## config.mk

```make
export PLATFORM = sky130hd
export DESIGN_NAME = regfile_wb_buffer
export DESIGN_NICKNAME = d
export VERILOG_FILES = /design/src/rtl/regfile_pkg.sv /design/src/rtl/wb_bypass_match.sv /design/src/rtl/regfile_wb_buffer.sv
export SDC_FILE = /design/constraint.sdc
export NUM_CORES = 1
export LEC_CHECK = 0
export BUFFER_PORTS_ARGS = -buffer_cell sky130_fd_sc_hd__buf_2
export CORE_MARGIN = 3
export CORE_UTILIZATION = 40
export DETAILED_ROUTE_END_ITERATION = 10
export GPL_TIMING_DRIVEN = 1
export HOLD_SLACK_MARGIN = 0.15
export SLEW_MARGIN = 40
export SYNTH_ARGS = -nofsm -noshare
export SYNTH_HDL_FRONTEND = slang
export SYNTH_SLANG_ARGS = --single-unit
```

## constraint.sdc

```tcl
create_clock -name Clk -period 4.8 [get_ports Clk]
set_input_delay 0.24 -clock Clk [delete_from_list [all_inputs] [get_ports Clk]]
set_output_delay 0.24 -clock Clk [all_outputs]
set_load 0.005 [all_outputs]
```

## src/rtl/regfile_pkg.sv

```systemverilog
// Constants shared between the RegisterFile and its write-back buffer.
package regfile_pkg;
    localparam int RF_DATAWIDTH = 32;
    localparam int RF_ADDRWIDTH = 5;
    localparam int RF_NUMREGS   = 32;
    localparam int WB_DEPTH     = 4;
endpackage

```

## src/rtl/wb_bypass_match.sv

```systemverilog
// Youngest-match search over the write-back entries, scanning from the head (oldest)
// to the tail so that the last match found is the most recently queued write.
module wb_bypass_match
    import regfile_pkg::*;
#(
    parameter int DATAWIDTH = RF_DATAWIDTH,
    parameter int ADDRWIDTH = RF_ADDRWIDTH,
    parameter int DEPTH     = WB_DEPTH,
    localparam int PTRWIDTH = $clog2(DEPTH)
) (
    input  logic [DEPTH-1:0]                i_valid,
    input  logic [DEPTH-1:0][ADDRWIDTH-1:0] i_addrs,
    input  logic [DEPTH-1:0][DATAWIDTH-1:0] i_datas,
    input  logic [PTRWIDTH-1:0]             i_rdPtr,
    input  logic [ADDRWIDTH-1:0]            i_readAddr,
    output logic                            o_hit,
    output logic [DATAWIDTH-1:0]            o_data
);

    logic [PTRWIDTH-1:0] w_idx;

    always_comb begin
        o_hit  = 1'b0;
        o_data = '0;
        w_idx  = '0;
        for (int k = 0; k < DEPTH; k++) begin
            w_idx = i_rdPtr + PTRWIDTH'(k);
            if (i_valid[w_idx] && (i_addrs[w_idx] == i_readAddr)) begin
                o_hit  = 1'b1;
                o_data = i_datas[w_idx];
            end
        end
    end

endmodule

```

## src/rtl/regfile_wb_buffer.sv

```systemverilog
// Write-back FIFO in front of the RegisterFile, with youngest-match read bypass.
// Optional WB_ZERO_REG_EN: writes to register 0 are accepted but discarded.
module regfile_wb_buffer
    import regfile_pkg::*;
#(
    parameter int DATAWIDTH = RF_DATAWIDTH,
    parameter int ADDRWIDTH = RF_ADDRWIDTH,
    parameter int DEPTH     = WB_DEPTH,
    localparam int PTRWIDTH = $clog2(DEPTH),
    localparam int CNTWIDTH = $clog2(DEPTH) + 1
) (
    input  logic                 Clk,
    input  logic                 Rst_n,
    input  logic                 in_valid,
    output logic                 in_ready,
    input  logic [ADDRWIDTH-1:0] in_addr,
    input  logic [DATAWIDTH-1:0] in_data,
    input  logic                 Stall,
    output logic                 WriteEn,
    output logic [ADDRWIDTH-1:0] WriteAddr,
    output logic [DATAWIDTH-1:0] data_o,
    input  logic [ADDRWIDTH-1:0] ReadA,
    input  logic [ADDRWIDTH-1:0] ReadB,
    output logic                 bypA_hit,
    output logic [DATAWIDTH-1:0] bypA_data,
    output logic                 bypB_hit,
    output logic [DATAWIDTH-1:0] bypB_data,
    output logic [CNTWIDTH-1:0]  count
);

    logic [PTRWIDTH-1:0]                r_wrPtr;
    logic [PTRWIDTH-1:0]                r_rdPtr;
    logic [CNTWIDTH-1:0]                r_count;
    logic [DEPTH-1:0]                   r_valid;
    logic [DEPTH-1:0][ADDRWIDTH-1:0]    r_addrs;
    logic [DEPTH-1:0][DATAWIDTH-1:0]    r_datas;

    logic                               w_empty;
    logic                               w_push;
    logic                               w_store;
    logic                               w_pop;
    logic [DEPTH-1:0]                   w_validNext;
    logic                               w_hitA;
    logic                               w_hitB;
    logic [DATAWIDTH-1:0]               w_dataA;
    logic [DATAWIDTH-1:0]               w_dataB;

    assign w_empty  = (r_count == '0);
    assign in_ready = (r_count != CNTWIDTH'(DEPTH));
    assign w_push   = in_valid & in_ready;
    assign w_pop    = ~w_empty & ~Stall;

`ifdef WB_ZERO_REG_EN
    assign w_store  = w_push & (in_addr != '0);
`else
    assign w_store  = w_push;
`endif

    assign WriteEn   = w_pop;
    assign WriteAddr = w_empty ? '0 : r_addrs[r_rdPtr];
    assign data_o    = w_empty ? '0 : r_datas[r_rdPtr];
    assign count     = r_count;

    // Storing and popping never target the same slot: a store needs a free slot, a pop needs an occupied one.
    always_comb begin
        w_validNext = r_valid;
        if (w_pop) begin
            w_validNext[r_rdPtr] = 1'b0;
        end
        if (w_store) begin
            w_validNext[r_wrPtr] = 1'b1;
        end
    end

    always_ff @(posedge Clk or negedge Rst_n) begin
        if (!Rst_n) begin
            r_wrPtr <= '0;
            r_rdPtr <= '0;
            r_count <= '0;
            r_valid <= '0;
        end else begin
            r_valid <= w_validNext;
            if (w_store) begin
                r_wrPtr <= r_wrPtr + PTRWIDTH'(1);
            end
            if (w_pop) begin
                r_rdPtr <= r_rdPtr + PTRWIDTH'(1);
            end
            case ({w_store, w_pop})
                2'b10:   r_count <= r_count + CNTWIDTH'(1);
                2'b01:   r_count <= r_count - CNTWIDTH'(1);
                default: r_count <= r_count;
            endcase
        end
    end

    // Entry payload is qualified by r_valid, so it needs no reset.
    always_ff @(posedge Clk) begin
        if (w_store) begin
            r_addrs[r_wrPtr] <= in_addr;
            r_datas[r_wrPtr] <= in_data;
        end
    end

    wb_bypass_match #(
        .DATAWIDTH(DATAWIDTH),
        .ADDRWIDTH(ADDRWIDTH),
        .DEPTH    (DEPTH)
    ) u_bypassA (
        .i_valid   (r_valid),
        .i_addrs   (r_addrs),
        .i_datas   (r_datas),
        .i_rdPtr   (r_rdPtr),
        .i_readAddr(ReadA),
        .o_hit     (w_hitA),
        .o_data    (w_dataA)
    );

    wb_bypass_match #(
        .DATAWIDTH(DATAWIDTH),
        .ADDRWIDTH(ADDRWIDTH),
        .DEPTH    (DEPTH)
    ) u_bypassB (
        .i_valid   (r_valid),
        .i_addrs   (r_addrs),
        .i_datas   (r_datas),
        .i_rdPtr   (r_rdPtr),
        .i_readAddr(ReadB),
        .o_hit     (w_hitB),
        .o_data    (w_dataB)
    );

`ifdef WB_ZERO_REG_EN
    assign bypA_hit  = w_hitA & (ReadA != '0);
    assign bypA_data = bypA_hit ? w_dataA : '0;
    assign bypB_hit  = w_hitB & (ReadB != '0);
    assign bypB_data = bypB_hit ? w_dataB : '0;
`else
    assign bypA_hit  = w_hitA;
    assign bypA_data = w_dataA;
    assign bypB_hit  = w_hitB;
    assign bypB_data = w_dataB;
`endif

endmodule
```

* Word level (Yosys, flattened, before mapping)
Index checks and enable logic that the tools add are counted.
** Cells by class
- Reductions and logical operators :: 12
- Bitwise gates (word level) :: 7
- Muxes and demuxes :: 55
- $add $sub $neg :: 6
- $lt $le $gt $ge :: 7
- Equality and inequality tests :: 11
** Operators with widths (number)
- two-way mux 32 bit :: 14
- binary-select mux 32 bit (select 2 bit) :: 4
- bitwise mux 128 bit :: 1
- demux 32 bit (select 2 bit) :: 1
- binary-select mux 5 bit (select 2 bit) :: 4
- == test 5 bit :: 8
- two-way mux 5 bit :: 6
- bitwise mux 20 bit :: 1
- less-than comparator 2 x 3 -> 1 bit (second input constant) :: 5
- two-way mux 1 bit :: 14
- demux 5 bit (select 2 bit) :: 1
- logical AND 1 bit :: 10
- binary-select mux 1 bit (select 2 bit) :: 4
- two-way mux 4 bit :: 2
- one-hot mux 3 bit (2 select lines) :: 1
- adder 2 x 1 -> 2 bit (second input constant) :: 2
- adder 2 bit (second input constant) :: 2
- bitwise AND 4 bit :: 1
- demux 1 bit (select 2 bit) :: 2
- >= comparator 2 x 1 -> 1 bit (second input constant) :: 2
- NOT 4 bit :: 1
- OR 4 bit :: 1
- adder 3 x 1 -> 3 bit (second input constant) :: 1
- logical NOT 3 bit :: 1
- 7 further kinds :: 9
** Word-level totals
- Output and inout port bits :: 108
- Flip-flop bits (word level) :: 159
- Logic and storage cells :: 110

* Longest topological paths before layout
- Depth after elaboration :: 9
- Depth in mapped cells :: 17
- Mapped depth without buffers :: 10

* By module
From an unflattened synthesis, not the netlist that was laid out.
** Second synthesis, totals
- Cell total of the unflattened synthesis :: 1346
- Area, all modules :: 15204.6 um^2
** Modules (own cells, without submodules)
- wb_bypass_match :: cells each 527, seq. area each 0.0 um^2, instances 2, area an instance 4489.3 um^2
- regfile_wb_buffer :: cells each 292, seq. area each 4719.5 um^2, instances 1, area an instance 6226.0 um^2

* Least setup slack after synthesis
OpenSTA, ideal clock, no wires.
- Kind :: register to output
- From :: register r_rdPtr[1]
- To :: output port bypB_data[10]
- Cell stages (with the launch flop) :: 18
- Arrival time :: 4.064 ns
- Slack :: 0.496 ns
- Cell sequence :: dfrtp_1 -> buf_2 -> buf_1 -> clkbuf_1 -> buf_2 -> inv_1 -> ha_1 -> buf_6 -> buf_6 -> mux4_2 -> xnor2_1 -> nand4_1 -> or2_1 -> clkbuf_1 -> a211o_1 -> buf_6 -> buf_6 -> o221ai_2
** On the way
- Cells in the longest elaborated chain, start to end :: 8
- Elaborated cells on any way between the ends :: 39
- Classes of those cells :: add/sub (3); eq/ne (4); mux (28); reduce/logical (4)
** RTL lines
- start: declaration :: line regfile_wb_buffer.sv:32 : logic [PTRWIDTH-1:0] r_rdPtr;
- start signal: assignment :: line regfile_wb_buffer.sv:87 : r_rdPtr <= r_rdPtr + PTRWIDTH'(1);
- adder 2 x 1 -> 2 bit or binary-select mux 5 bit (select 2 bit) (tied branches) :: line wb_bypass_match.sv:27, wb_bypass_match.sv:28
- binary-select mux 5 bit (select 2 bit) or two-way mux 5 bit (tied branches) :: line wb_bypass_match.sv:28 : if (i_valid[w_idx] && (i_addrs[w_idx] == i_readAddr)) begin
- two-way mux 5 bit (implied by the code) or == test 5 bit (tied branches) :: line wb_bypass_match.sv:28
- == test 5 bit or logical AND 1 bit (tied branches) :: line wb_bypass_match.sv:28
- logical AND 1 bit or two-way mux 32 bit (tied branches) :: line wb_bypass_match.sv:28
- two-way mux 32 bit (2 in series) :: line wb_bypass_match.sv:28
- two-way mux 32 bit (*) :: line wb_bypass_match.sv:28
- end: declaration :: line regfile_wb_buffer.sv:27 : output logic [DATAWIDTH-1:0] bypB_data,
Every way passes the cells marked *; elsewhere a longest branch is shown, timed or not. The select of a mux whose other input is x is not followed.

* Worst setup path in the final report
- From :: register r_rdPtr[0]
- To :: output port bypB_data[31]
Same word-level chain as after synthesis.

==> run_summary.xml <==
<?xml version="1.0" encoding="UTF-8"?>
<metrics>
  <group name="timing">
    <metric name="relSlewSlack" unit="">0.4734</metric>
    <metric name="setup_viol_count_final" unit="">0</metric>
    <metric name="setup_ws" unit="ns">0.4468</metric>
    <metric name="layout_worst_path_cycle_share" unit="">0.9069</metric>
    <metric name="grt_setup_unrepaired" unit="">no</metric>
    <metric name="total_negative_setup_slack" unit="ns">0</metric>
    <metric name="worst-slew-pin-transition" unit="ns">0.7870</metric>
    <metric name="finalHoldViolations" unit="">0</metric>
    <metric name="achievable-frequency" unit="MHz">229.7</metric>
    <metric name="worst_clock_skew" unit="ns">0.006787</metric>
    <metric name="finalCriticalPeriod" unit="ns">4.353</metric>
    <metric name="final-max-slew-violation-count" unit="">0</metric>
  </group>
  <group name="floorplanning">
    <metric name="floorplan.rows" unit="">61</metric>
    <metric name="die_area" unit="um2">30720</metric>
    <metric name="start_util" unit="">0.4092</metric>
    <metric name="io-pin-count" unit="">159</metric>
    <metric name="core" unit="um2">28010</metric>
    <metric name="chipHeight" unit="um">175.3</metric>
    <metric name="chipWidth" unit="um">175.3</metric>
  </group>
  <group name="worst_setup_path">
    <metric name="cp-end-kind" unit="">output pin</metric>
    <metric name="regToRegStartpoint" unit="">count[0]</metric>
    <metric name="worst_setup_path_start" unit="">r_rdPtr[0]</metric>
    <metric name="cp-start-kind" unit="">register</metric>
    <metric name="reg2reg_depth" unit="">8</metric>
    <metric name="path_max_fanout" unit="">16</metric>
    <metric name="crit_required" unit="ns">4.56</metric>
    <metric name="worstSetupPathType" unit="">reg -&gt; out</metric>
    <metric name="crit_arrival" unit="ns">4.11</metric>
  </group>
  <group name="global_routing">
    <metric name="gr-max-usage-layer" unit="">met2</metric>
    <metric name="overflow_left_after_global_routing" unit="">0</metric>
    <metric name="groute.layer.met2.usage" unit="">0.3381</metric>
    <metric name="maximum_number_of_pins_on_one_net_before_global_route_repair" unit="">63</metric>
    <metric name="grt_antenna_before_repair" unit="">1</metric>
    <metric name="gr-usage-all-layers" unit="">0.2116</metric>
    <metric name="grt_use_met1" unit="">0.2901</metric>
    <metric name="vias_in_the_first_global_route" unit="">8341</metric>
    <metric name="grt_use_met3" unit="">0.04799</metric>
    <metric name="grt_first_pass_wirelength" unit="um">49850</metric>
  </group>
  <group name="cells_and_area">
    <metric name="final_net_count" unit="">1056</metric>
    <metric name="area_growth" unit="%">19.05</metric>
    <metric name="share_of_cells_above_drive_strength_1" unit="">0.4032</metric>
    <metric name="n_fill_cell" unit="">2444</metric>
  </group>
  <group name="pwr">
    <metric name="power-per-cell-area" unit="nW/um2">678.2</metric>
    <metric name="total_leakage_power" unit="nW">5.056</metric>
    <metric name="vdd.ir_drop.worst" unit="mV">0.3613</metric>
  </group>
  <group name="clocking">
    <metric name="clock_root_buffer" unit="">sky130_fd_sc_hd__clkbuf_16</metric>
    <metric name="cts_num_sinks" unit="">159</metric>
    <metric name="cts.htree.levels" unit="">4</metric>
    <metric name="cts_made_buffers" unit="">17</metric>
    <metric name="clkLatencyLatePin" unit="ns">0.42</metric>
    <metric name="path_clk_slew" unit="ns">0.06</metric>
    <metric name="clock_tree.buffer_depth" unit="">2</metric>
    <metric name="post_cts_resize_count" unit="">0</metric>
    <metric name="cts_tree" unit="">yes</metric>
  </group>
  <group name="route">
    <metric name="routedWlPerCell" unit="um">23.18</metric>
    <metric name="drt-initial-drc-count" unit="">716</metric>
    <metric name="remaining_drc_errors" unit="">0</metric>
    <metric name="wl" unit="um">32130</metric>
    <metric name="routed-via-count" unit="">8318</metric>
    <metric name="postRouteAntennaNets" unit="">0</metric>
    <metric name="avgViaCountPerCell" unit="">6.001</metric>
    <metric name="first_pass_iteration_count_of_the_detailed_router" unit="">5</metric>
  </group>
  <group name="placed_design">
    <metric name="dp_hpwl" unit="um">21530</metric>
    <metric name="routabilityCongestion" unit="">0.8231</metric>
    <metric name="io_buffers" unit="">158</metric>
    <metric name="preCtsSetupSlack" unit="ns">0.9262</metric>
  </group>
  <group name="yosys">
    <metric name="avgSynthCellArea" unit="um2">13.91</metric>
    <metric name="synthesis.yosys.warnings" unit="">0</metric>
    <metric name="synth_async_sr_flop_share" unit="">0.06918</metric>
    <metric name="seq_area_frac_synth" unit="">0.4118</metric>
    <metric name="synth_fp_nets" unit="">885</metric>
    <metric name="mappedNetlistArea" unit="um2">11460</metric>
    <metric name="synth_enable_flop_cells" unit="">148</metric>
    <metric name="postSynthRegisterBits" unit="">159</metric>
    <metric name="postSynth.topFlopCell" unit="">sky130_fd_sc_hd__edfxtp_1</metric>
    <metric name="netlist-cell-type-count" unit="">42</metric>
    <metric name="netlist_instances" unit="">824</metric>
  </group>
  <group name="run">
    <metric name="maxCapViolations" unit="">0</metric>
  </group>
  <group name="worst_hold_path">
    <metric name="kind_of_path_behind_the_tightest_hold_check" unit="">in -&gt; async</metric>
  </group>
  <group name="status">
    <metric name="status" unit="">complete, no violations</metric>
  </group>
</metrics>
[logic make-up after synthesis]
group	synth area share
adders and majority gates	0.01157
xor gates and xnor gates	0.03439
buffers and inverters	0.03690
DFF	0.4118
AOI/OAI and AO/OA	0.08308
muxes	0.3465
and+or+nand+nor	0.07576
[worst paths after layout]
kind | endpoint | slack, ns
hold / removal | r_valid[1] | 0.24
max in group asynchronous | r_rdPtr[1] | 4.29
setup reg to reg | count[2] | 2.42
setup / recovery | bypB_data[31] | 0.45
hold reg to reg | count[0] | 0.54
min in group Clk | r_wrPtr[0] | 0.25
[registers in the layout (all words and copies together), names as in the netlist]
| signal | count |
|---|---|
| r_datas | 128 |
| r_addrs | 20 |
| r_valid | 4 |
| count | 3 |
| r_rdPtr | 2 |
| r_wrPtr | 2 |
[layout make-up]
type | count | area (um2) | share of cell area
Multi-Input combinational cell | 579 | 6381 | 0.4677
Sequential cell | 159 | 4727 | 0.3464
Timing Repair Buffer | 222 | 1425 | 0.1044
Tap cell | 378 | 473.0 | 0.03466
Clock buffer | 17 | 425.4 | 0.03118
Clock inverter | 14 | 150.1 | 0.01100
Inverter | 16 | 60.06 | 0.004402
Antenna cell | 1 | 2.502 | 0.0001834
[power breakdown]
part	switching [mW]	internal, mW
registers	0.244	1.86
logic	3.05	2.78
clock network	0.513	0.803
[routing by layer]
metal	routed length [um]	vias to the layer above
li1	-	3684
met1	13480	4237
met2	15540	355
met3	2350	42
met4	751	0
met5	0	-
[what timing repair did]
item / CTS / global route
setup buffers: 0 / 0
setup endpoints to repair: 0 / 0
hold endpoints to repair: 159 / 0
hold buffers: 38 / 0
[Yosys cell counts, types with 4 or more instances]
master | instances | area share
sky130_fd_sc_hd__o21ai_0 | 28 | 0.012
sky130_fd_sc_hd__nor2_1 | 11 | 0.0036
sky130_fd_sc_hd__a21o_1 | 4 | 0.0026
sky130_fd_sc_hd__nor3_1 | 4 | 0.0017
sky130_fd_sc_hd__nand3_1 | 5 | 0.0022
sky130_fd_sc_hd__clkbuf_1 | 31 | 0.010
sky130_fd_sc_hd__ha_1 | 9 | 0.0098
sky130_fd_sc_hd__a211o_1 | 4 | 0.0031
sky130_fd_sc_hd__mux4_2 | 126 | 0.25
sky130_fd_sc_hd__dfrtp_1 | 11 | 0.024
sky130_fd_sc_hd__xnor2_1 | 28 | 0.021
sky130_fd_sc_hd__inv_1 | 15 | 0.0049
sky130_fd_sc_hd__xor2_1 | 17 | 0.013
sky130_fd_sc_hd__mux2_2 | 26 | 0.026
sky130_fd_sc_hd__buf_4 | 4 | 0.0026
sky130_fd_sc_hd__buf_1 | 7 | 0.0023
sky130_fd_sc_hd__o221ai_2 | 21 | 0.028
sky130_fd_sc_hd__nand2_1 | 98 | 0.032
sky130_fd_sc_hd__and3_1 | 9 | 0.0049
sky130_fd_sc_hd__nor2b_1 | 35 | 0.019
sky130_fd_sc_hd__o221ai_1 | 37 | 0.028
sky130_fd_sc_hd__mux2i_1 | 84 | 0.073
sky130_fd_sc_hd__buf_6 | 8 | 0.0079
sky130_fd_sc_hd__buf_2 | 20 | 0.0087
sky130_fd_sc_hd__edfxtp_1 | 148 | 0.39
[layout by cell type (no fill, tap or decap), types with 4 or more instances in the layout]
cell type and n:
sky130_fd_sc_hd__a21o_1 4, sky130_fd_sc_hd__and3_1 4, sky130_fd_sc_hd__and3_2 5, sky130_fd_sc_hd__buf_2 158
sky130_fd_sc_hd__buf_4 18, sky130_fd_sc_hd__clkbuf_16 17, sky130_fd_sc_hd__clkinv_1 4, sky130_fd_sc_hd__clkinvlp_4 4
sky130_fd_sc_hd__dfrtp_1 9, sky130_fd_sc_hd__dlygate4sd3_1 38, sky130_fd_sc_hd__edfxtp_1 148, sky130_fd_sc_hd__ha_1 8
sky130_fd_sc_hd__inv_1 15, sky130_fd_sc_hd__mux2_2 26, sky130_fd_sc_hd__mux2i_1 84, sky130_fd_sc_hd__mux4_2 126
sky130_fd_sc_hd__nand2_1 98, sky130_fd_sc_hd__nand3_1 5, sky130_fd_sc_hd__nor2_1 9, sky130_fd_sc_hd__nor2b_1 35
sky130_fd_sc_hd__o21ai_0 28, sky130_fd_sc_hd__o221ai_1 37, sky130_fd_sc_hd__o221ai_2 20, sky130_fd_sc_hd__xnor2_1 28
sky130_fd_sc_hd__xor2_1 17
[critical path, stage by stage, from the launching register on]
cell and delay [ns]:
sky130_fd_sc_hd__dfrtp_4 0.54, sky130_fd_sc_hd__inv_2 0.08, sky130_fd_sc_hd__ha_4 0.44, sky130_fd_sc_hd__mux4_2 0.58
sky130_fd_sc_hd__xnor2_1 0.20, sky130_fd_sc_hd__nand4_1 0.20, sky130_fd_sc_hd__or2_2 0.36, sky130_fd_sc_hd__a211o_2 0.51
sky130_fd_sc_hd__buf_12 0.26, sky130_fd_sc_hd__o221ai_1 0.32, sky130_fd_sc_hd__buf_2 0.19
[metrics by stage]
stage | instances | hold slack (ns) | cell area, um2 | util | power, mW
floorplan | 824 | -0.05559 | 11460 | - | 6.350
global placement | 1313 | 0.1439 | 12630 | 0.4509 | 7.930
detailed placement | 1315 | 0.1414 | 12660 | 0.4521 | 7.964
CTS | 1384 | 0.2319 | 13620 | 0.4862 | 9.326
global route | 1386 | 0.2656 | 13640 | 0.4871 | 9.915
finish | 1386 | 0.2424 | 13640 | 0.4871 | 9.254
No activity file was read; power rests on OpenSTA's default activity.
